**config.mk**
```make
export PLATFORM = sky130hd
export DESIGN_NAME = instr_fetch_flat
export DESIGN_NICKNAME = d
export VERILOG_FILES = /design/src/rtl/instr_fetch_if.sv /design/src/rtl/instr_fetch.sv /design/src/flat_wrapper.sv
export SDC_FILE = /design/constraint.sdc
export NUM_CORES = 1
export LEC_CHECK = 0
export ABC_CLOCK_PERIOD_IN_PS = 2100
export CAP_MARGIN = 20
export CORE_MARGIN = 1.5
export CORE_UTILIZATION = 42
export DETAILED_ROUTE_END_ITERATION = 7
export MAX_ROUTING_LAYER = met4
export PLACE_DENSITY = 0.84
export SLEW_MARGIN = 10
export SYNTH_ARGS = -nofsm -noshare
export SYNTH_HDL_FRONTEND = slang
export SYNTH_SLANG_ARGS = --single-unit
```
**constraint.sdc**
```tcl
create_clock -name clock -period 2.1 [get_ports clock]
set_input_delay 0.525 -clock clock [delete_from_list [all_inputs] [get_ports clock]]
set_output_delay 0.525 -clock clock [all_outputs]
set_load 0.05 [all_outputs]
```
**src/rtl/instr_fetch_if.sv**
```systemverilog
// Instruction memory bus between fetch (master) and imem (slave).
// Read request is held until ack; rdata is valid in the ack cycle.
interface instr_fetch_if #(
  parameter int IMEM_AW = 10,
  parameter int DATA_W  = 32
);
  logic               imem_req;
  logic [IMEM_AW-1:0] imem_addr;
  logic               imem_ack;
  logic [DATA_W-1:0]  imem_rdata;

  modport master (
    output imem_req,
    output imem_addr,
    input  imem_ack,
    input  imem_rdata
  );

  modport slave (
    input  imem_req,
    input  imem_addr,
    output imem_ack,
    output imem_rdata
  );
endinterface

```
**src/rtl/instr_fetch.sv**
```systemverilog
// Fetch stage: reads imem for the PC and hands the word to decode.
// Optional next-word prefetch is enabled by defining FETCH_PREFETCH_EN.
module instr_fetch #(
  parameter int IMEM_AW = 10,
  parameter int DATA_W  = 32
) (
  input  logic              clock,
  input  logic              reset,
  input  logic [31:0]       pc,
  input  logic              flush,
  instr_fetch_if.master     imem,
  output logic [DATA_W-1:0] instr,
  output logic [31:0]       instr_pc,
  output logic              instr_valid,
  input  logic              instr_ready,
  output logic              fetch_busy,
  output logic              fault
);

  typedef enum logic [2:0] {
    S_IDLE,
    S_REQ,
    S_HOLD,
    S_FAULT,
    S_PFW
  } state_t;

  state_t             r_state;
  logic               r_req;
  logic [IMEM_AW-1:0] r_addr;
  logic [DATA_W-1:0]  r_instr;
  logic [31:0]        r_instr_pc;
  logic               r_valid;
  logic               r_busy;
  logic               r_fault;
  logic [31:0]        r_req_pc;
  logic               r_drop;

  logic w_pc_ok;
  logic w_stale;

  assign w_pc_ok = (pc >> IMEM_AW) == 32'd0;
  assign w_stale = flush | r_drop | (pc != r_req_pc);

`ifdef FETCH_PREFETCH_EN
  logic               r_pf_valid;
  logic               r_pf_busy;
  logic               r_pf_drop;
  logic [DATA_W-1:0]  r_pf_data;
  logic [31:0]        r_pf_addr;
  logic [31:0]        w_nxt_pc;
  logic               w_nxt_ok;
  logic               w_pf_hit;

  assign w_nxt_pc = r_instr_pc + 32'd1;
  assign w_nxt_ok = (w_nxt_pc >> IMEM_AW) == 32'd0;
  assign w_pf_hit = r_pf_valid & ~flush & (pc == r_pf_addr);
`endif

  // Fetch FSM; every output is a register updated here.
  always_ff @(posedge clock or negedge reset) begin
    if (!reset) begin
      r_state    <= S_IDLE;
      r_req      <= 1'b0;
      r_addr     <= '0;
      r_instr    <= '0;
      r_instr_pc <= '0;
      r_valid    <= 1'b0;
      r_busy     <= 1'b1;
      r_fault    <= 1'b0;
      r_req_pc   <= '0;
      r_drop     <= 1'b0;
`ifdef FETCH_PREFETCH_EN
      r_pf_valid <= 1'b0;
      r_pf_busy  <= 1'b0;
      r_pf_drop  <= 1'b0;
      r_pf_data  <= '0;
      r_pf_addr  <= '0;
`endif
    end else begin
      unique case (r_state)
        S_IDLE: begin
`ifdef FETCH_PREFETCH_EN
          r_pf_valid <= 1'b0;
`endif
          if (!w_pc_ok) begin
            r_fault <= 1'b1;
            r_state <= S_FAULT;
          end
`ifdef FETCH_PREFETCH_EN
          else if (w_pf_hit) begin
            r_instr    <= r_pf_data;
            r_instr_pc <= pc;
            r_valid    <= 1'b1;
            r_busy     <= 1'b0;
            r_state    <= S_HOLD;
          end
`endif
          else begin
            r_req    <= 1'b1;
            r_addr   <= pc[IMEM_AW-1:0];
            r_req_pc <= pc;
            r_drop   <= 1'b0;
            r_state  <= S_REQ;
          end
        end
        S_REQ: begin
          if (imem.imem_ack) begin
            r_req <= 1'b0;
            if (w_stale) begin
              r_state <= S_IDLE;
            end else begin
              r_instr    <= imem.imem_rdata;
              r_instr_pc <= r_req_pc;
              r_valid    <= 1'b1;
              r_busy     <= 1'b0;
              r_state    <= S_HOLD;
            end
          end else if (flush) begin
            r_drop <= 1'b1;
          end
        end
        S_HOLD: begin
`ifdef FETCH_PREFETCH_EN
          if (r_pf_busy && imem.imem_ack) begin
            r_req      <= 1'b0;
            r_pf_busy  <= 1'b0;
            r_pf_valid <= ~flush;
            r_pf_data  <= imem.imem_rdata;
          end
`endif
          if (flush || instr_ready) begin
            r_valid <= 1'b0;
            r_busy  <= 1'b1;
            r_state <= S_IDLE;
`ifdef FETCH_PREFETCH_EN
            if (flush) r_pf_valid <= 1'b0;
            if (r_pf_busy && !imem.imem_ack) begin
              r_pf_drop <= flush;
              r_state   <= S_PFW;
            end
`endif
          end
`ifdef FETCH_PREFETCH_EN
          else if (!r_pf_busy && !r_pf_valid && w_nxt_ok) begin
            r_req     <= 1'b1;
            r_addr    <= w_nxt_pc[IMEM_AW-1:0];
            r_pf_addr <= w_nxt_pc;
            r_pf_busy <= 1'b1;
          end
`endif
        end
        S_FAULT: begin
          if (flush && w_pc_ok) begin
            r_fault <= 1'b0;
            r_state <= S_IDLE;
          end
        end
`ifdef FETCH_PREFETCH_EN
        S_PFW: begin
          if (imem.imem_ack) begin
            r_req      <= 1'b0;
            r_pf_busy  <= 1'b0;
            r_pf_valid <= ~(flush | r_pf_drop);
            r_pf_data  <= imem.imem_rdata;
            r_state    <= S_IDLE;
          end else if (flush) begin
            r_pf_drop <= 1'b1;
          end
        end
`endif
        default: r_state <= S_IDLE;
      endcase
    end
  end

  assign imem.imem_req  = r_req;
  assign imem.imem_addr = r_addr;
  assign instr          = r_instr;
  assign instr_pc       = r_instr_pc;
  assign instr_valid    = r_valid;
  assign fetch_busy     = r_busy;
  assign fault          = r_fault;

endmodule

```
**src/flat_wrapper.sv**
```systemverilog
// flat-port wrapper written by rule: the top's interface ports become plain ports
module instr_fetch_flat 
#(
  parameter int IMEM_AW = 10,
  parameter int DATA_W  = 32
)
  (clock, reset, pc, flush, instr, instr_pc, instr_valid, instr_ready, fetch_busy, fault, imem_imem_req, imem_imem_addr, imem_imem_ack, imem_imem_rdata);
  instr_fetch_if #(.IMEM_AW(IMEM_AW), .DATA_W(DATA_W)) imem_i ();
  input  logic clock;
  input  logic reset;
  input  logic [31:0] pc;
  input  logic flush;
  output logic [DATA_W-1:0] instr;
  output logic [31:0] instr_pc;
  output logic instr_valid;
  input  logic instr_ready;
  output logic fetch_busy;
  output logic fault;
  output wire logic [$bits(imem_i.imem_req)-1:0] imem_imem_req;
  output wire logic [$bits(imem_i.imem_addr)-1:0] imem_imem_addr;
  input wire logic [$bits(imem_i.imem_ack)-1:0] imem_imem_ack;
  input wire logic [$bits(imem_i.imem_rdata)-1:0] imem_imem_rdata;
  assign imem_imem_req = imem_i.imem_req;
  assign imem_imem_addr = imem_i.imem_addr;
  assign imem_i.imem_ack = imem_imem_ack;
  assign imem_i.imem_rdata = imem_imem_rdata;
  instr_fetch #(.IMEM_AW(IMEM_AW), .DATA_W(DATA_W)) u_core (.clock(clock), .reset(reset), .pc(pc), .flush(flush), .imem(imem_i), .instr(instr), .instr_pc(instr_pc), .instr_valid(instr_valid), .instr_ready(instr_ready), .fetch_busy(fetch_busy), .fault(fault));
endmodule
```
# Yosys cells after proc, flatten, opt, wreduce, memory -nomap -nowiden
# Cells that the tools add are included.
# op_classes
addsub,0
mul,0
div_mod_pow,0
n_lt_le_gt_ge,0
eq_ne,12
n_shift,0
muxes,24
n_bitwise,3
n_reduce_logical,14
# op_table
operator,count
$logic_not 32->1,1
$ne 32x32->1,1
$mux 1,13
$pmux 3 s4,1
$reduce_and 3->1,4
$ne 2x2->1 const B,5
$pmux 1 s2,5
$mux 3,3
$reduce_and 4->1,2
$eq 3x2->1 const B,2
$ne 2x1->1 const B,3
$reduce_bool 2->1,3
$mux 2,2
$eq 3x1->1 const B,1
$logic_not 3->1,1
$or 1x1->1,2
$reduce_and 2->1,1
$logic_and 1x1->1,1
$logic_or 1x1->1,1
$not 1->1,1
# totals
ff_bits,114
latch_bits,0
ramBits,0
romBits,0
in_bits,69
out_inout_bits,78
wordCells,63
memories,0

# Depth between registers and ports, before layout
# depth
word_depth,5
depth_mapped,7
mapped_depth_nobuf,5

# Least setup slack after synthesis
# No wires, ideal clock.
# synth_timing
kind,input to register
start,in pc[25]
end,reg u_core.r_instr[0] (netlist: u_core.instr[0])
t_arrival_ns,2.202
required_time_ns,1.975
path_slack_ns,-0.227
path_stages,6
path_cell_list,xor2_1 > or4_1 > nor4_2 > nand4_4 > buf_6 > mux2_4
# synth_between
elab_chain_cells,4
# synth_rtl
element,line_no,text
"start, declared",flat_wrapper.sv:11,input logic [31:0] pc;
$ne 32x32->1,instr_fetch.sv:43,assign w_stale = flush | r_drop | (pc != r_req_pc);
$or 1x1->1,instr_fetch.sv:43,
$not 1->1 (no line),--,
$reduce_and 3->1 (no line),--,
"end signal, assigned",instr_fetch.sv:113,r_instr <= imem.imem_rdata;
"end, declared",instr_fetch.sv:31,logic [DATA_W-1:0] r_instr;
# Every way passes these cells.
# A chain may end at the register's enable or synchronous reset.

# Worst setup path in the final report
# layout_timing
start,in pc[25]
end,reg u_core.r_instr_pc[10] (netlist: u_core.instr_pc[10])
# layout_between
elab_chain_cells,4
# layout_rtl
element,line_no,text
$ne 32x32->1,instr_fetch.sv:43,
$or 1x1->1,instr_fetch.sv:43,
$not 1->1 (no line),--,
$reduce_and 3->1 (no line),--,
"end signal, assigned",instr_fetch.sv:114,r_instr_pc <= r_req_pc;
"end, declared",instr_fetch.sv:32,logic [31:0] r_instr_pc;
# Every way passes these cells.

==> flow_metrics.tcl <==
set metrics [dict create \
    run_status "finished, violations left" \
    hold_violations 0 \
    hp-class "in -> async" \
    clk-insertion-delay-late_ns 0.36 \
    start_util 0.438 \
    criticalPathCategory "in -> reg" \
    io_buffer_count 146 \
    track_usage 0.210 \
    grt_pass1_wl_um 17600 \
    dieArea_um2 11500 \
    area_growth_pct 54.2 \
    finalSetupViolations 64 \
    clk_path_buf_depth 2 \
    remaining_drc_errors 0 \
    grt_setup_unrepaired "true" \
    synth-edff-count 0 \
    vias_per_cell 4.86 \
    critical_path_arrival_ns 2.60 \
    ys_ff_latch 103 \
    yosysWarnings 0 \
    setup_slack_ns -0.255 \
    syn_area_per_cell_um2 14.7 \
    place_congestion 0.860 \
    cp.required_ns 2.35 \
    die_w_um 107 \
    skew_ns 0.0142 \
    finalInstanceArea_um2 7040 \
    cts.sinks 103 \
    row_count 37 \
    wl_um 11600 \
    yosys-top-cells-area "dfrtp_1 (56%), mux2_4 (20%), xnor2_1 (4.8%), nor2b_1 (3.6%), mux2_2 (3.2%)" \
    synthesis.instances 311 \
    drive_gt1_frac 0.352 \
    cts_root_buffer "clkbuf_8" \
    synthArstFlopShare 1.00 \
    maxSlewHeadroom 0.640 \
    start_kind "input port" \
    fin_crit_ns 2.35 \
    antenna_left 0 \
    final_util 0.676 \
    synth_cell_types 36 \
    post-route-period-util 1.12 \
    end_kind "register" \
    dr.pass1.iters 4 \
    dp_hpwl_um 7960 \
    drv_slew 0 \
    netlist_area_um2 4560 \
    drt-initial-drc-count 54 \
    clk_pin_slew_worst_paths_ns 0.10 \
    placed_area_um2 6380 \
    violations "negative setup slack" \
    peakVddDrop_mv 0.435 \
    finalSetupTns_ns -14.58 \
    htreeDepth 3 \
    grt_max_degree 41 \
    via_count 3137 \
    seq_area_frac_synth 0.565 \
    p_per_area_nw_per_um2 535 \
    cts_buffers 9 \
    dp.cells 614 \
    yosys.area.top_type "dfrtp_1" \
    nets 572 \
    synth.top_cell.area_share 0.559 \
    cap_violations 0 \
    r2r_cells 7 \
    tightest_slew_ns 0.540 \
    holdWs_ns 0.129 \
    cp_max_fo 10 \
    p_leak_nw 4.34 \
    core-area_um2 10400 \
    grt_overflow 0 \
    cts_tree "yes" \
    final_common_cell "dfrtp_1" \
    fmax_ghz 0.425 \
    wl_per_cell_um 17.9 \
    io_pins 147 \
    synthFlopType "dfrtp_1" \
    layout_common_cells "dfrtp_1 (102), mux2_4 (61), buf_4 (60), clkdlybuf4s50_1 (57), dlymetal6s2s_1 (48)" \
    holdBufCountCts 0 \
    dieHeight_um 107 \
    antenna_found_initial 1 \
    synth_nets 380 \
    layout.cells.non_filler 645 \
    grt_pass1_vias 3285 \
]
-- metrics by stage --
step / power (mW) / worst slack (ns)
after CTS: 3.79 / -0.243
after global routing: 3.94 / -0.328
after detailed placement: 2.56 / -0.760
after floorplan: 2.26 / -0.183
after global placement: 2.56 / -0.726
final: 3.77 / -0.255
-- sequential cells by signal (all words and copies together), names as in the netlist --
signal	flops
u_core.instr	32
u_core.instr_pc	32
u_core.r_req_pc	32
u_core.r_state	2
u_core.fault	1
u_core.fetch_busy	1
u_core.imem.imem_req	1
u_core.instr_valid	1
u_core.r_drop	1
-- worst paths after layout --
kind | from | end | slack, ns
setup / recovery | pc[25] | u_core.instr_pc[10] | -0.25
hold / removal | reset | u_core.instr[27] | 0.13
setup reg to reg | u_core.r_req_pc[13] | u_core.instr_pc[10] | -0.25
hold reg to reg | u_core.instr[8] | u_core.instr[8] | 0.51
max in group asynchronous | reset | u_core.fetch_busy | 1.37
min in group clock | pc[8] | u_core.r_req_pc[8] | 0.50
-- worst max-delay path: stages --
cell             delay [ns]
clkdlybuf4s15_1        0.24
xor2_2                 0.21
or4_4                  0.44
nor4_4                 0.35
nand4_4                0.16
buf_12                 0.20
buf_16                 0.16
mux2_4                 0.29
-- timing repair --
item                                    in CTS  in global routing
buffers inserted                             5                  1
resized for setup                           49                 50
endpoints found under the setup margin     101                140
pin swaps                                   13                  4
gates cloned                                 6                  2
-- final cells by class --
| type | count | area [um2] |
|---|---|---|
| Antenna cell | 1 | 2.50 |
| Clock buffer | 11 | 141 |
| Clock inverter | 5 | 57.6 |
| Fill cell | 742 | 3380 |
| Inverter | 5 | 18.8 |
| Multi-Input combinational cell | 182 | 1900 |
| Sequential cell | 103 | 2580 |
| Tap cell | 136 | 170 |
| Timing Repair Buffer | 202 | 2160 |
-- kinds of logic (layout without fill, tap and decap cells) --
family          Yosys count  after routing  share of synthesized area
xor+xnor                 26             26                     0.0499
other cells               0              1                          0
flops                   103            103                      0.565
simple gates             64             64                     0.0850
mux                      73             73                      0.230
buf+inv                  26            223                     0.0398
compound gates           19             19                     0.0307
-- power by group --
part / leakage [nW] / switching, mW / internal, mW / total, mW
logic: 2.83 / 0.243 / 0.242 / 0.485
clock network: 0.103 / 0.667 / 0.585 / 1.25
registers: 1.41 / 0.0186 / 2.01 / 2.03
-- per-layer routing --
layer  global-route usage  vias to the layer above  part of all wire
li1                     -                     1462                 -
met1                0.264                     1561              0.42
met2                0.343                      101              0.51
met3               0.0468                       13             0.054
met4               0.0562                        0             0.013
met5                    -                        -                 0
-- cells in the mapped netlist (5+ instances only) --
cell type / number
nand4_1: 7
nor2_1: 10
mux2_4: 60
dfrtp_1: 102
nor4_1: 6
mux2_2: 13
inv_1: 5
nor2b_1: 26
xnor2_1: 25
buf_4: 10
buf_6: 6
nand2_1: 6
No activity file was read; power rests on OpenSTA's default activity.
==> patch: new RTL, same flow settings <==
Build with the macro `FETCH_PREFETCH_EN` defined.
--- a/src/rtl/instr_fetch.sv
+++ b/src/rtl/instr_fetch.sv
@@ -1,5 +1,7 @@
 // Fetch stage: reads imem for the PC and hands the word to decode.
 // Optional next-word prefetch is enabled by defining FETCH_PREFETCH_EN.
+`define FETCH_PREFETCH_EN
+
 module instr_fetch #(
   parameter int IMEM_AW = 10,
   parameter int DATA_W  = 32
Check against the original RTL: not equivalent (Yosys sat finds a counterexample within 4 cycles, from zero or initial values and one cycle with reset low).
==> patch against the original RTL <==
The run ends with hold timing, setup timing left; register-to-register slack worse by 0.59 ns; worst hold slack got worse by 0.13 ns; first-iteration DRC count rose to 11 times the old value; critical path depth is 5 higher; setup slack worse by 0.61 ns; clock skew down 0.0031 ns; final area rose by 110%; wire length grew to 2.9 times the old value; sequential power rose by 150%; combinational power increased to 23 times the old value; clock power increased to 2.6 times the old value; power grew to 5.2 times the old value; synthesized area is 94% higher; sequential cell count increased by 78; critical path type unchanged.
==> patch: results (changes against the original RTL) <==
CP max-delay cell=nor4_1 (was or4_4); CP Data Arrival Time=3.32 ns (was 2.60 ns); crit path from=pc[19] (was pc[25]); Final Hold Viols=2 (was 0); commonest cells in the synthesized netlist=180 x dfrtp_1, 94 x nor2_1, 78 x a21oi_1 (was 102 x dfrtp_1, 60 x mux2_4, 26 x nor2b_1); setup slack at placement=-1.30 ns (was -0.760 ns); layout cell share with drive strength beyond 1=0.513 (was 0.352); final wirelength=33.9 mm (was 11.6 mm); Synth area leaders=dfrtp_1 51%, mux2i_1 7.8%, mux2_2 5.7% (was dfrtp_1 56%, mux2_4 20%, xnor2_1 4.8%); setup violators final=147 (was 64); global-route usage over all layers=0.291 (was 0.210); status=complete, but fails checks (unchanged); Synthesized Nets=898 (was 380); clock transition at the registers of the reported paths=0.07 ns (was 0.10 ns); failing checks=hold timing, setup timing (was setup timing); CP max FO=6 (was 10); initial antenna violation count=3 (was 1); Slew headroom=0.544 (was 0.640); placed insts=1357 (was 614); count of distinct cell types in the synthesized netlist=56 (was 36); worst reg2reg path startpoint=u_core.r_req_pc[20] (was u_core.r_req_pc[13]); drt first pass iters=8 (was 4); first-pass GRT wire length=47.5 mm (was 17.6 mm); worst setup margin=-0.863 ns (was -0.255 ns); vias in the first global route=8606 (was 3285); skew final=0.0111 ns (was 0.0142 ns); Filler cells=1287 (was 742); worst skew pair latency=0.44 ns (was 0.36 ns); total number of vias=8504 (was 3137); Fin Hold WS=-0.00278 ns (was 0.129 ns); Worst path max stage delay=0.47 ns (was 0.44 ns); sequential area share after synthesis=0.512 (was 0.565)
==> patch: cell count changes after synthesis, sizes merged, moves of 25 or more <==
cell   before  now
a21oi       3   78
and2        0   26
dfrtp     102  180
mux2       73   45
mux2i       0   69
nand2       6   31
nor2       10   94
==> patch: per-layer routing <==
| layer | wire [um] | vias to the layer above | global-route usage | share of wire |
|---|---|---|---|---|
| met5 | 0 | - | - | 0 |
| met4 | 1900 | 0 | 0.148 | 0.056 |
| met3 | 2380 | 151 | 0.0577 | 0.070 |
| met2 | 17100 | 488 | 0.478 | 0.51 |
| met1 | 12500 | 4254 | 0.341 | 0.37 |
| li1 | - | 3611 | - | - |
==> patch: cell type report <==
type	count	area share
timing repair buffer	373	0.256
clock buffer	20	0.0321
clock inverter	12	0.00713
antenna	3	0.000516
sequential	181	0.313
inverter	9	0.00318
tap	270	0.0232
multi-input combinational	591	0.365
==> patch: final timing paths <==
kind                                        to  slack (ns)  cells past startpoint
max                        u_core.instr_pc[21]       -0.86                     13
min                        u_core.r_pf_data[4]      -0.003                      1
max reg2reg                u_core.instr_pc[21]       -0.84                     12
min reg2reg                u_core.r_pf_data[8]        0.51                      1
max in group asynchronous  u_core.instr_pc[15]        1.38                      2
min in group clock         u_core.r_pf_data[8]        0.51                      1
==> patch: kinds of logic after synthesis <==
family	synth area share
fa+ha+maj	0.00141
buf+inv	0.0269
xor+xnor	0.0713
compound gates	0.0920
mux	0.135
flops	0.512
simple gates	0.161
==> patch: repair_timing <==
action,CTS,global route
setup buffers,42,21
pin swaps,39,27
endpoints found under the setup margin,183,147
resized for setup,301,166
hold buffers,0,0
gates cloned,18,4
==> patch: power breakdown <==
| group | internal [mW] | switching (mW) |
|---|---|---|
| Clock | 1.73 | 1.47 |
| Sequential | 4.25 | 0.754 |
| Combinational | 4.66 | 6.59 |
